### src/rtl/multi_cycle_ctrl_pkg.sv
// rtl/multi_cycle_ctrl_pkg.sv - opcode, state, pc_src and halt-cause codes for multi_cycle_ctrl
package multi_cycle_ctrl_pkg;

   localparam logic [6:0] OP_R      = 7'b0110011;
   localparam logic [6:0] OP_I      = 7'b0010011;
   localparam logic [6:0] OP_L      = 7'b0000011;
   localparam logic [6:0] OP_S      = 7'b0100011;
   localparam logic [6:0] OP_B      = 7'b1100011;
   localparam logic [6:0] OP_JAL    = 7'b1101111;
   localparam logic [6:0] OP_JALR   = 7'b1100111;
   localparam logic [6:0] OP_LUI    = 7'b0110111;
   localparam logic [6:0] OP_AUIPC  = 7'b0010111;
   localparam logic [6:0] OP_SYSTEM = 7'b1110011;

   typedef enum logic [2:0] {
      ST_FETCH  = 3'd0,
      ST_DECODE = 3'd1,
      ST_EXEC   = 3'd2,
      ST_MEM    = 3'd3,
      ST_WB     = 3'd4,
      ST_HALT   = 3'd5
   } state_t;

   localparam logic [1:0] PCS_SEQ  = 2'd0;
   localparam logic [1:0] PCS_BR   = 2'd1;
   localparam logic [1:0] PCS_JAL  = 2'd2;
   localparam logic [1:0] PCS_JALR = 2'd3;

   localparam logic [1:0] HC_NONE    = 2'd0;
   localparam logic [1:0] HC_ECALL   = 2'd1;
   localparam logic [1:0] HC_EBREAK  = 2'd2;
   localparam logic [1:0] HC_ILLEGAL = 2'd3;

   // SYSTEM is deliberately absent: it is handled as a halt, not executed
   function automatic logic is_rv32i_op(input logic [6:0] op);
      case (op)
         OP_R, OP_I, OP_L, OP_S, OP_B, OP_JAL, OP_JALR, OP_LUI, OP_AUIPC: return 1'b1;
         default: return 1'b0;
      endcase
   endfunction

endpackage

### src/rtl/multi_cycle_ctrl_if.sv
// rtl/multi_cycle_ctrl_if.sv - decoder/memory handshake and strobe bundle for multi_cycle_ctrl
interface multi_cycle_ctrl_if #(parameter int CNT_W = 32) ();
   logic [6:0]       op;
   logic             sys_bit;
   logic             illegal;
   logic             br_taken;
   logic             imem_ready;
   logic             dmem_ready;
   logic             imem_req;
   logic             ir_we;
   logic             id_en;
   logic             ex_en;
   logic             dmem_req;
   logic             dmem_we;
   logic             rf_we;
   logic             pc_we;
   logic [1:0]       pc_src;
   logic [31:0]      pc_reset_val;
   logic             halted;
   logic [1:0]       halt_cause;
   logic [CNT_W-1:0] instret;
   logic [2:0]       state;

   modport master (
      output op, sys_bit, illegal, br_taken, imem_ready, dmem_ready,
      input  imem_req, ir_we, id_en, ex_en, dmem_req, dmem_we, rf_we, pc_we, pc_src,
             pc_reset_val, halted, halt_cause, instret, state
   );

   modport slave (
      input  op, sys_bit, illegal, br_taken, imem_ready, dmem_ready,
      output imem_req, ir_we, id_en, ex_en, dmem_req, dmem_we, rf_we, pc_we, pc_src,
             pc_reset_val, halted, halt_cause, instret, state
   );
endinterface

### src/rtl/multi_cycle_ctrl_instret_cnt.sv
// rtl/multi_cycle_ctrl_instret_cnt.sv - wrapping retired-instruction counter with increment enable
module multi_cycle_ctrl_instret_cnt #(
   parameter int CNT_W = 32
) (
   input  logic             clk,
   input  logic             rst_n,
   input  logic             i_en,
   output logic [CNT_W-1:0] o_count
);
   localparam logic [CNT_W-1:0] ONE = {{(CNT_W-1){1'b0}}, 1'b1};

   logic [CNT_W-1:0] r_count;

   always_ff @(posedge clk) begin
      if (!rst_n)
         r_count <= '0;
      else if (i_en)
         r_count <= r_count + ONE;
   end

   assign o_count = r_count;
endmodule

### src/rtl/multi_cycle_ctrl.sv
// rtl/multi_cycle_ctrl.sv - FETCH/DECODE/EXEC/MEM/WB sequencer for the multi-cycle RV32I core
module multi_cycle_ctrl
   import multi_cycle_ctrl_pkg::*;
#(
   parameter logic [31:0] RESET_PC = 32'h0000_0000,
   parameter int          CNT_W    = 32
) (
   input  logic              clk,
   input  logic              rst_n,
   multi_cycle_ctrl_if.slave bus
);
   state_t           r_state;
   logic [6:0]       r_op_q;
   logic [1:0]       r_halt_cause;
   logic             w_imem_req, w_ir_we, w_id_en, w_ex_en;
   logic             w_dmem_req, w_dmem_we, w_rf_we, w_pc_we, w_inc;
   logic [1:0]       w_pc_src;
   logic [CNT_W-1:0] w_instret;

   always_ff @(posedge clk) begin
      if (!rst_n) begin
         r_state      <= ST_FETCH;
         r_op_q       <= '0;
         r_halt_cause <= HC_NONE;
      end else begin
         case (r_state)
            ST_FETCH:  if (bus.imem_ready) r_state <= ST_DECODE;
            ST_DECODE: begin
               r_op_q <= bus.op;
               if (bus.op == OP_SYSTEM) begin
                  r_state      <= ST_HALT;
                  r_halt_cause <= bus.sys_bit ? HC_EBREAK : HC_ECALL;
               end else if (bus.illegal || !is_rv32i_op(bus.op)) begin
                  r_state      <= ST_HALT;
                  r_halt_cause <= HC_ILLEGAL;
               end else begin
                  r_state <= ST_EXEC;
               end
            end
            ST_EXEC: begin
               if (r_op_q == OP_L || r_op_q == OP_S) r_state <= ST_MEM;
               else if (r_op_q == OP_B)              r_state <= ST_FETCH;
               else                                  r_state <= ST_WB;
            end
            ST_MEM:  if (bus.dmem_ready) r_state <= (r_op_q == OP_S) ? ST_FETCH : ST_WB;
            ST_WB:   r_state <= ST_FETCH;
            ST_HALT: r_state <= ST_HALT;
            default: r_state <= ST_FETCH;
         endcase
      end
   end

   // Strobes are masked while rst_n is low so a reset mid-access never issues a write
   always_comb begin
      w_imem_req = 1'b0;
      w_ir_we    = 1'b0;
      w_id_en    = 1'b0;
      w_ex_en    = 1'b0;
      w_dmem_req = 1'b0;
      w_dmem_we  = 1'b0;
      w_rf_we    = 1'b0;
      w_pc_we    = 1'b0;
      w_pc_src   = PCS_SEQ;
      w_inc      = 1'b0;
      if (rst_n) begin
         case (r_state)
            ST_FETCH: begin
               w_imem_req = 1'b1;
               w_ir_we    = bus.imem_ready;
            end
            ST_DECODE: w_id_en = 1'b1;
            ST_EXEC: begin
               w_ex_en = 1'b1;
               if (r_op_q == OP_B) begin
                  w_pc_we  = 1'b1;
                  w_pc_src = bus.br_taken ? PCS_BR : PCS_SEQ;
                  w_inc    = 1'b1;
               end
            end
            ST_MEM: begin
               w_dmem_req = 1'b1;
               w_dmem_we  = (r_op_q == OP_S);
               if (bus.dmem_ready && r_op_q == OP_S) begin
                  w_pc_we = 1'b1;
                  w_inc   = 1'b1;
               end
            end
            ST_WB: begin
               w_rf_we = 1'b1;
               w_pc_we = 1'b1;
               w_inc   = 1'b1;
               if (r_op_q == OP_JAL)       w_pc_src = PCS_JAL;
               else if (r_op_q == OP_JALR) w_pc_src = PCS_JALR;
            end
            default: ;
         endcase
      end
   end

   multi_cycle_ctrl_instret_cnt #(.CNT_W(CNT_W)) u_instret (
      .clk     (clk),
      .rst_n   (rst_n),
      .i_en    (w_inc),
      .o_count (w_instret)
   );

   assign bus.imem_req     = w_imem_req;
   assign bus.ir_we        = w_ir_we;
   assign bus.id_en        = w_id_en;
   assign bus.ex_en        = w_ex_en;
   assign bus.dmem_req     = w_dmem_req;
   assign bus.dmem_we      = w_dmem_we;
   assign bus.rf_we        = w_rf_we;
   assign bus.pc_we        = w_pc_we;
   assign bus.pc_src       = w_pc_src;
   assign bus.pc_reset_val = RESET_PC;
   assign bus.halted       = (r_state == ST_HALT);
   assign bus.halt_cause   = r_halt_cause;
   assign bus.instret      = w_instret;
   assign bus.state        = r_state;
endmodule

### src/flat_wrapper.sv
// flat-port wrapper written by rule: the top's interface ports become plain ports
module multi_cycle_ctrl_flat import multi_cycle_ctrl_pkg::*;
#(
   parameter logic [31:0] RESET_PC = 32'h0000_0000,
   parameter int          CNT_W    = 32
)
  (clk, rst_n, bus_op, bus_sys_bit, bus_illegal, bus_br_taken, bus_imem_ready, bus_dmem_ready, bus_imem_req, bus_ir_we, bus_id_en, bus_ex_en, bus_dmem_req, bus_dmem_we, bus_rf_we, bus_pc_we, bus_pc_src, bus_pc_reset_val, bus_halted, bus_halt_cause, bus_instret, bus_state);
  multi_cycle_ctrl_if #(.CNT_W(CNT_W)) bus_i ();
  input  logic clk;
  input  logic rst_n;
  input wire logic [$bits(bus_i.op)-1:0] bus_op;
  input wire logic [$bits(bus_i.sys_bit)-1:0] bus_sys_bit;
  input wire logic [$bits(bus_i.illegal)-1:0] bus_illegal;
  input wire logic [$bits(bus_i.br_taken)-1:0] bus_br_taken;
  input wire logic [$bits(bus_i.imem_ready)-1:0] bus_imem_ready;
  input wire logic [$bits(bus_i.dmem_ready)-1:0] bus_dmem_ready;
  output wire logic [$bits(bus_i.imem_req)-1:0] bus_imem_req;
  output wire logic [$bits(bus_i.ir_we)-1:0] bus_ir_we;
  output wire logic [$bits(bus_i.id_en)-1:0] bus_id_en;
  output wire logic [$bits(bus_i.ex_en)-1:0] bus_ex_en;
  output wire logic [$bits(bus_i.dmem_req)-1:0] bus_dmem_req;
  output wire logic [$bits(bus_i.dmem_we)-1:0] bus_dmem_we;
  output wire logic [$bits(bus_i.rf_we)-1:0] bus_rf_we;
  output wire logic [$bits(bus_i.pc_we)-1:0] bus_pc_we;
  output wire logic [$bits(bus_i.pc_src)-1:0] bus_pc_src;
  output wire logic [$bits(bus_i.pc_reset_val)-1:0] bus_pc_reset_val;
  output wire logic [$bits(bus_i.halted)-1:0] bus_halted;
  output wire logic [$bits(bus_i.halt_cause)-1:0] bus_halt_cause;
  output wire logic [$bits(bus_i.instret)-1:0] bus_instret;
  output wire logic [$bits(bus_i.state)-1:0] bus_state;
  assign bus_i.op = bus_op;
  assign bus_i.sys_bit = bus_sys_bit;
  assign bus_i.illegal = bus_illegal;
  assign bus_i.br_taken = bus_br_taken;
  assign bus_i.imem_ready = bus_imem_ready;
  assign bus_i.dmem_ready = bus_dmem_ready;
  assign bus_imem_req = bus_i.imem_req;
  assign bus_ir_we = bus_i.ir_we;
  assign bus_id_en = bus_i.id_en;
  assign bus_ex_en = bus_i.ex_en;
  assign bus_dmem_req = bus_i.dmem_req;
  assign bus_dmem_we = bus_i.dmem_we;
  assign bus_rf_we = bus_i.rf_we;
  assign bus_pc_we = bus_i.pc_we;
  assign bus_pc_src = bus_i.pc_src;
  assign bus_pc_reset_val = bus_i.pc_reset_val;
  assign bus_halted = bus_i.halted;
  assign bus_halt_cause = bus_i.halt_cause;
  assign bus_instret = bus_i.instret;
  assign bus_state = bus_i.state;
  multi_cycle_ctrl #(.RESET_PC(RESET_PC), .CNT_W(CNT_W)) u_core (.clk(clk), .rst_n(rst_n), .bus(bus_i));
endmodule
### config.mk
export PLATFORM = sky130hd
export DESIGN_NAME = multi_cycle_ctrl_flat
export DESIGN_NICKNAME = d
export VERILOG_FILES = /design/src/rtl/multi_cycle_ctrl_pkg.sv /design/src/rtl/multi_cycle_ctrl_if.sv /design/src/rtl/multi_cycle_ctrl_instret_cnt.sv /design/src/rtl/multi_cycle_ctrl.sv /design/src/flat_wrapper.sv
export SDC_FILE = /design/constraint.sdc
export NUM_CORES = 1
export LEC_CHECK = 0
export ABC_AREA = 1
export CAP_MARGIN = 20
export CORE_ASPECT_RATIO = 0.9
export CORE_MARGIN = 5
export CORE_UTILIZATION = 43
export CTS_CLUSTER_DIAMETER = 100
export DETAILED_ROUTE_END_ITERATION = 8
export PLACE_DENSITY_LB_ADDON = 0.12
export SYNTH_ARGS = -nofsm -noshare
export SYNTH_HDL_FRONTEND = slang
export SYNTH_SLANG_ARGS = --single-unit
### constraint.sdc
create_clock -name clk -period 1.5 [get_ports clk]
set_clock_uncertainty 0.1 [all_clocks]
set_input_delay 0.15 -clock clk [delete_from_list [all_inputs] [get_ports clk]]
set_output_delay 0.15 -clock clk [all_outputs]
set_load 0.01 [all_outputs]
==> qor.log, run 1 <==
qor: status.outcome complete, but fails checks
qor: status.violations setup timing
qor: route.routed_wire_length_per_instance 13.5 µm
qor: route.detail_route.vias_per_cell 4.89
qor: clock_network.total_number_of_h_tree_levels 2
qor: die.pin_count 94
qor: finish.area_growth 59.4%
qor: route.drtAntennaViolNets 0
qor: placement.io_buffer_count 61
qor: timing.fmaxAchievable 579 MHz
qor: global_routing.vias_in_the_first_global_route 3,259
qor: clock_network.ctsRootBufferMaster clkbuf_8
qor: critical_path.r2r_slack -0.15 ns
qor: yosys.synth_sequential_area_ratio 29.0%
qor: timing.minimum_clock_period 1.73 ns
qor: die.core_region_area 6970 µm²
qor: finish.layout.nets 654
qor: critical_path.timing.critical_path.from u_core.bus.state[1]
qor: yosys.yosys-top-cells-count 166 x nand2_1, 84 x nor2_1, 44 x dfxtp_1
qor: critical_path.cp.depth 8
qor: critical_path.most_repeated_library_cell_on_the_critical_path nand3_4
qor: route.drtPass1Iterations 4
qor: global_routing.antenna_found_initial 0
qor: pwr.share_seq_of_total_power 41.9%
qor: timing.min_period_over_period 115%
qor: yosys.synthMostInstantiatedCell nand2_1
qor: die.die_area 8850 µm²
qor: global_routing.grt_most_used_layer met2
qor: yosys.synthTopCellsByArea dfxtp_1 29%, nand2_1 21%, nor2_1 10%, buf_4 8.2%, a21oi_1 4.9%
qor: pwr.design_power_total 2980 µW
qor: critical_path.setup.worst_path.start_class register
qor: global_routing.largest_net_degree_at_the_start_of_global_routing 26
qor: pwr.power.share.combinational 23.4%
qor: pwr.powerDensity 616 nW/µm²
qor: global_routing.global_route.usage.total 20.8%
qor: critical_path.crit-reg2reg-launch u_core.bus.state[1]
qor: pwr.clock_power_share 34.7%
qor: yosys.post_synth_instance_area 3040 µm²
qor: route.vias 3,584
qor: yosys.synth_top_cell_by_area dfxtp_1
qor: yosys.synth.yosys.warnings 0
qor: placement.place.detailed.hpwl 7060 µm
qor: worst_hold_path.number_of_stages_on_the_worst_hold_path 3
qor: yosys.fraction_of_synthesis_flops_using_an_asynchronous_set_or_reset_pin 0%
qor: timing.hold_violations 0
qor: route.drc_errors 0
qor: timing.rsz0062_at_grt yes
qor: timing.setup_ws -0.227 ns
qor: global_routing.wire_length_of_the_first_global_routing_pass 15,400 µm
qor: yosys.synth-edff-count 0
qor: timing.report.final.setup_viol 44
qor: global_routing.grtUsageMet2 33.6%
qor: pwr.worst_ir_drop_vdd 0.452 mV
qor: yosys.count_of_state_elements_after_synthesis 44
qor: timing.final.hold.worst_slack 0.405 ns
qor: die.start_util 43.6%
qor: pwr.sw_frac_of_total 28.8%
qor: critical_path.required_worst_endpoint 1.25 ns
qor: clock_network.clock_latency_on_the_worst_skew_pair 0.30 ns
qor: yosys.dominant_synthesized_flop_cell dfxtp_1
qor: critical_path.crit_arrival 1.48 ns
qor: clock_network.cts-root-to-sink-buffers 2
qor: critical_path.critPathCaptureType output pin
qor: pwr.internal_cell_power 2120 µW
qor: critical_path.r2r_cells 11
qor: critical_path.cp_cell_sequence buf_4 > nand3_4 > nor2_4 > nand2_2 > nand3_4 > nand2_4 > inv_6 > buf_6
qor: clock_network.hold_fix_buffers_at_cts 0
qor: global_routing.gr-usage-met3 3.56%
qor: worst_hold_path.beginning_of_the_worst_hold_path bus_sys_bit
qor: yosys.netlist_instances 496
qor: placement.place.gp.congestion 0.905
qor: worst_hold_path.hold_path_class in2reg
qor: clock_network.tritoncts built
qor: pwr.total_leakage_power 0.00224 µW
qor: clock_network.cts.sinks 44
qor: clock_network.cts_buffers 5
qor: route.drt_iter0_drc 208
qor: die.floorplan.die.height 89.7 µm
qor: global_routing.globalRouteMet1Util 29.1%
qor: job.cap_viol_max_count 0
qor: finish.n_antenna_cell 0
qor: yosys.synth.avg_cell_area 6.12 µm²
qor: clock_network.cts.clk_slew.worst_paths 0.09 ns
qor: critical_path.worstPathBufferInverterCount 3
qor: global_routing.grt.overflow.total 0
qor: die.die-width 98.6 µm
qor: yosys.synth_cell_types 35
qor: yosys.synth_top_cell_area_share 29.0%
qor: critical_path.cp_max_fo 4
qor: finish.post_route_cells_drive_above_1_share 36.7%
qor: critical_path.worstSetupPathType reg2out
qor: critical_path.cpPeakStageDelay 0.39 ns
qor: die.num_rows 29
qor: critical_path.slowest_stage dfxtp_4
qor: pwr.power.net_switching 860 µW
qor: critical_path.cpLargestDelayFamily simple AND/OR/NAND/NOR gates
qor: timing.drv_slew 0
qor: route.postRouteWirelength 9890 µm
-- per-stage QoR --
step	instance area (µm²)	util (%)	setup WS [ns]	instances	TNS, ns
4_1_cts	4550	65.4	-0.213	730	-3.76
6_report	4840	69.5	-0.227	733	-3.50
2_1_floorplan	3170	-	-0.0217	527	-0.0454
3_5_place_dp	4130	59.3	-0.437	713	-9.37
5_1_grt	4840	69.5	-0.330	733	-6.83
3_3_place_gp	4130	59.3	-0.421	713	-8.54
-- cell usage in the layout, fill, tap and decap left out, drive strengths merged, types with 14 or more instances in the layout --
cell	netlist	routed
nand2	168	168
buf	41	98
nor2	92	92
dfxtp	44	44
inv	39	39
conb	1	32
a21oi	31	31
dlygate4sd2	0	27
nand3	26	26
clkdlybuf4s50	0	16
o21ai	14	14
-- layer usage --
layer,routed length (µm),vias to the layer above
met3,629,10
met1,4520,1647
met4,91,0
met5,0,-
li1,-,1790
met2,4640,137
-- cell type report --
class	count	area [µm²]
multi-input cells	401	2190
fillers	605	2120
repair buffers	148	1330
flip-flops and latches	44	930
inverters	39	156
well taps	93	116
clock buffers	7	96.3
clock inverters	1	30.0
-- worst min-delay path, stage by stage --
cell	delay (ns)
clkdlybuf4s50_1	0.47
nor3_1	0.05
nor2_1	0.09
-- final timing paths --
path	end
setup / recovery	bus_pc_we
hold reg to reg	u_core.u_instret.o_count[27]
hold / removal	u_core.bus.halt_cause[1]
setup reg to reg	u_core.u_instret.o_count[9]
-- sequential cells by signal, indices dropped and copies added, names as in the netlist --
name / cells
u_core.bus.halt_cause: 2
u_core.r_op_q: 7
u_core.u_instret.o_count: 32
u_core.bus.state: 3
-- kinds of logic (layout without fill, tap and decap cells) --
kind of cell	after synthesis	in the layout	synth area share, %
xor gates and xnor gates	7	7	2.02
buffers and inverters	82	195	16.1
AOI/OAI and AO/OA	50	50	8.73
DFF	44	44	29.0
and+or+nand+nor	311	311	43.6
other	1	32	0.123
adders and majority gates	1	1	0.412
-- power groups by stage --
| stage | clock network (µW) | logic [µW] | registers, µW |
|---|---|---|---|
| 2_1_floorplan | 0 | 319 | 1280 |
| 3_3_place_gp | 0 | 510 | 1260 |
| 3_5_place_dp | 0 | 515 | 1260 |
| 4_1_cts | 1050 | 612 | 1240 |
| 5_1_grt | 1090 | 751 | 1260 |
| 6_report | 1040 | 697 | 1250 |
-- timing repair --
action	CTS	global route
endpoints found under the setup margin	79	57
pin swaps	16	16
cloned	1	0
endpoints found under the hold margin	0	0
buffers inserted	8	6
gates resized for setup	172	80
Note: power is estimated with default switching activity, not from simulation.
==> run 2: changes to the inputs <==
SLEW_MARGIN = 10   (was unset)
==> results of run 2 <==
The final DEF is identical to that of run 1; final timing and power are the same.
==> run 3: changes to the inputs <==
CORE_UTILIZATION = 35   (was 43)
==> qor.log, run 3 (synthesis results as in run 1) <==
qor: status.outcome complete, but fails checks
qor: status.violations setup timing
qor: route.drt_iter0_drc 170
qor: route.drc_errors 0
qor: critical_path.cp_max_fo 5
qor: timing.setup_ws -0.198 ns
qor: critical_path.cpPeakStageDelay 0.34 ns
qor: critical_path.r2r_slack -0.18 ns
qor: critical_path.worstSetupPathType reg2out
qor: finish.multi_input_comb_area 2370 µm²
qor: finish.largest_reg_flops 32
qor: clock_network.ctsRootBufferMaster clkbuf_8
qor: timing.rsz0062_at_grt yes
qor: critical_path.cp_cell_sequence buf_4 > nand2_2 > buf_4 > nand3_4 > nand2_4 > clkinv_4 > buf_6
qor: die.pin_count 94
qor: finish.final-seq-area 926 µm²
qor: global_routing.wire_length_of_the_first_global_routing_pass 16,600 µm
qor: clock_network.clock_latency_on_the_worst_skew_pair 0.30 ns
qor: die.die-width 108 µm
qor: global_routing.vias_in_the_first_global_route 3,386
qor: critical_path.setup.worst_path.start_class register
qor: finish.n_fill_cell 802
qor: pwr.powerDensity 543 nW/µm²
qor: die.die_area 10,600 µm²
qor: die.start_util 35.6%
qor: finish.layout.nets 666
qor: pwr.total_leakage_power 0.00248 µW
qor: die.num_rows 32
qor: route.drtAntennaViolNets 0
qor: route.postRouteWirelength 10,800 µm
qor: clock_network.tritoncts built
qor: global_routing.global_route.usage.total 19.3%
qor: worst_hold_path.hold_path_class in2reg
qor: global_routing.largest_net_degree_at_the_start_of_global_routing 26
qor: finish.area_growth 70.0%
qor: placement.io_buffer_count 61
qor: clock_network.cts-root-to-sink-buffers 2
qor: placement.dp_cells 743
qor: die.floorplan.die.height 98.4 µm
qor: global_routing.antenna_found_initial 0
qor: finish.layout.cells.most_common nand2_1
qor: timing.minimum_clock_period 1.70 ns
qor: clock_network.cts_buffers 5
qor: timing.report.final.setup_viol 38
qor: timing.hold_violations 0
qor: clock_network.hold_fix_buffers_at_cts 0
qor: critical_path.critPathCaptureType output pin
qor: timing.setup_total_neg_slack -4.65 ns
qor: clock_network.total_number_of_h_tree_levels 2
qor: global_routing.grt.overflow.total 0
qor: finish.post_route_cells_drive_above_1_share 42.3%
qor: die.core_region_area 8530 µm²
qor: timing.final.hold.worst_slack 0.396 ns
qor: pwr.worst_ir_drop_vdd 0.448 mV
qor: pwr.design_power_total 2800 µW
qor: timing.fmaxAchievable 589 MHz
qor: clock_network.cts.clk_slew.worst_paths 0.09 ns
qor: route.drtPass1Iterations 4
qor: route.routed_wire_length_per_instance 14.0 µm
qor: critical_path.crit_arrival 1.45 ns
qor: timing.min_period_over_period 113%
qor: finish.most-common-layout-cells 133 x nand2_1, 75 x buf_4, 62 x nor2_1, 32 x conb_1
qor: route.detail_route.vias_per_cell 4.69
qor: finish.finalNonFillerCells 771
qor: timing.drv_slew 0
qor: finish.n_antenna_cell 0
qor: critical_path.required_worst_endpoint 1.25 ns
qor: clock_network.cts.sinks 44
qor: placement.place.gp.congestion 0.894
qor: placement.place.detailed.hpwl 7340 µm
qor: job.cap_viol_max_count 0
qor: critical_path.most_repeated_library_cell_on_the_critical_path buf_4
qor: critical_path.slowest_stage dfxtp_2
qor: route.vias 3,617
[run 3: worst max-delay path: cells and delay by family (launching register included)]
kind,cells,cell delay [ns]
buffers and inverters,4,0.45
AND/OR/NAND/NOR,3,0.36
flip-flops,1,0.34
[run 3: metal layers]
layer / GRT usage, % / wire (µm) / vias up
met1: 26.4 / 4790 / 1689
met3: 4.30 / 722 / 6
met5: 0 / 0 / -
met4: 3.40 / 95 / 0
met2: 31.5 / 5210 / 107
li1: - / - / 1815
[run 3: power by group]
part / leakage [µW] / internal (µW) / switching (µW)
Sequential: 0.000372 / 1220 / 38.0
Clock: 0.0000510 / 369 / 450
Combinational: 0.00205 / 329 / 403
Total: 0.00248 / 1910 / 891
[run 3: area by class of cell]
type	count	share of cell area [%]
multi-input combinational	401	45.9
timing repair buffer	160	28.4
sequential	44	17.9
inverter	39	3.08
tap	119	2.88
clock buffer	6	1.60
clock inverter	2	0.194
[run 3: path summary, 6_finish.rpt]
path                            cells past startpoint                            to                         start
worst max-delay path                                7                     bus_pc_we           u_core.bus.state[2]
worst min-delay path                                3      u_core.bus.halt_cause[1]                   bus_sys_bit
worst max register to register                     12  u_core.u_instret.o_count[15]              u_core.r_op_q[4]
worst min register to register                      2  u_core.u_instret.o_count[28]  u_core.u_instret.o_count[28]
[run 3: per-stage QoR]
step                      instance area (µm²)  setup slack, ns  utilization, %
after floorplan                          3170          -0.0217               -
after global placement                   4180           -0.410            49.0
after detailed placement                 4180           -0.457            49.0
after CTS                                4690           -0.257            55.0
after global routing                     5160           -0.302            60.6
final                                    5160           -0.198            60.6
[run 3: what timing repair did]
action                                 4_1_cts  5_1_grt
pin swaps                                   22       40
endpoints found under the hold margin        0        0
cloned                                       3        3
resized for setup                          184      125
setup buffers                               10       11
setup endpoints to repair                   79       50
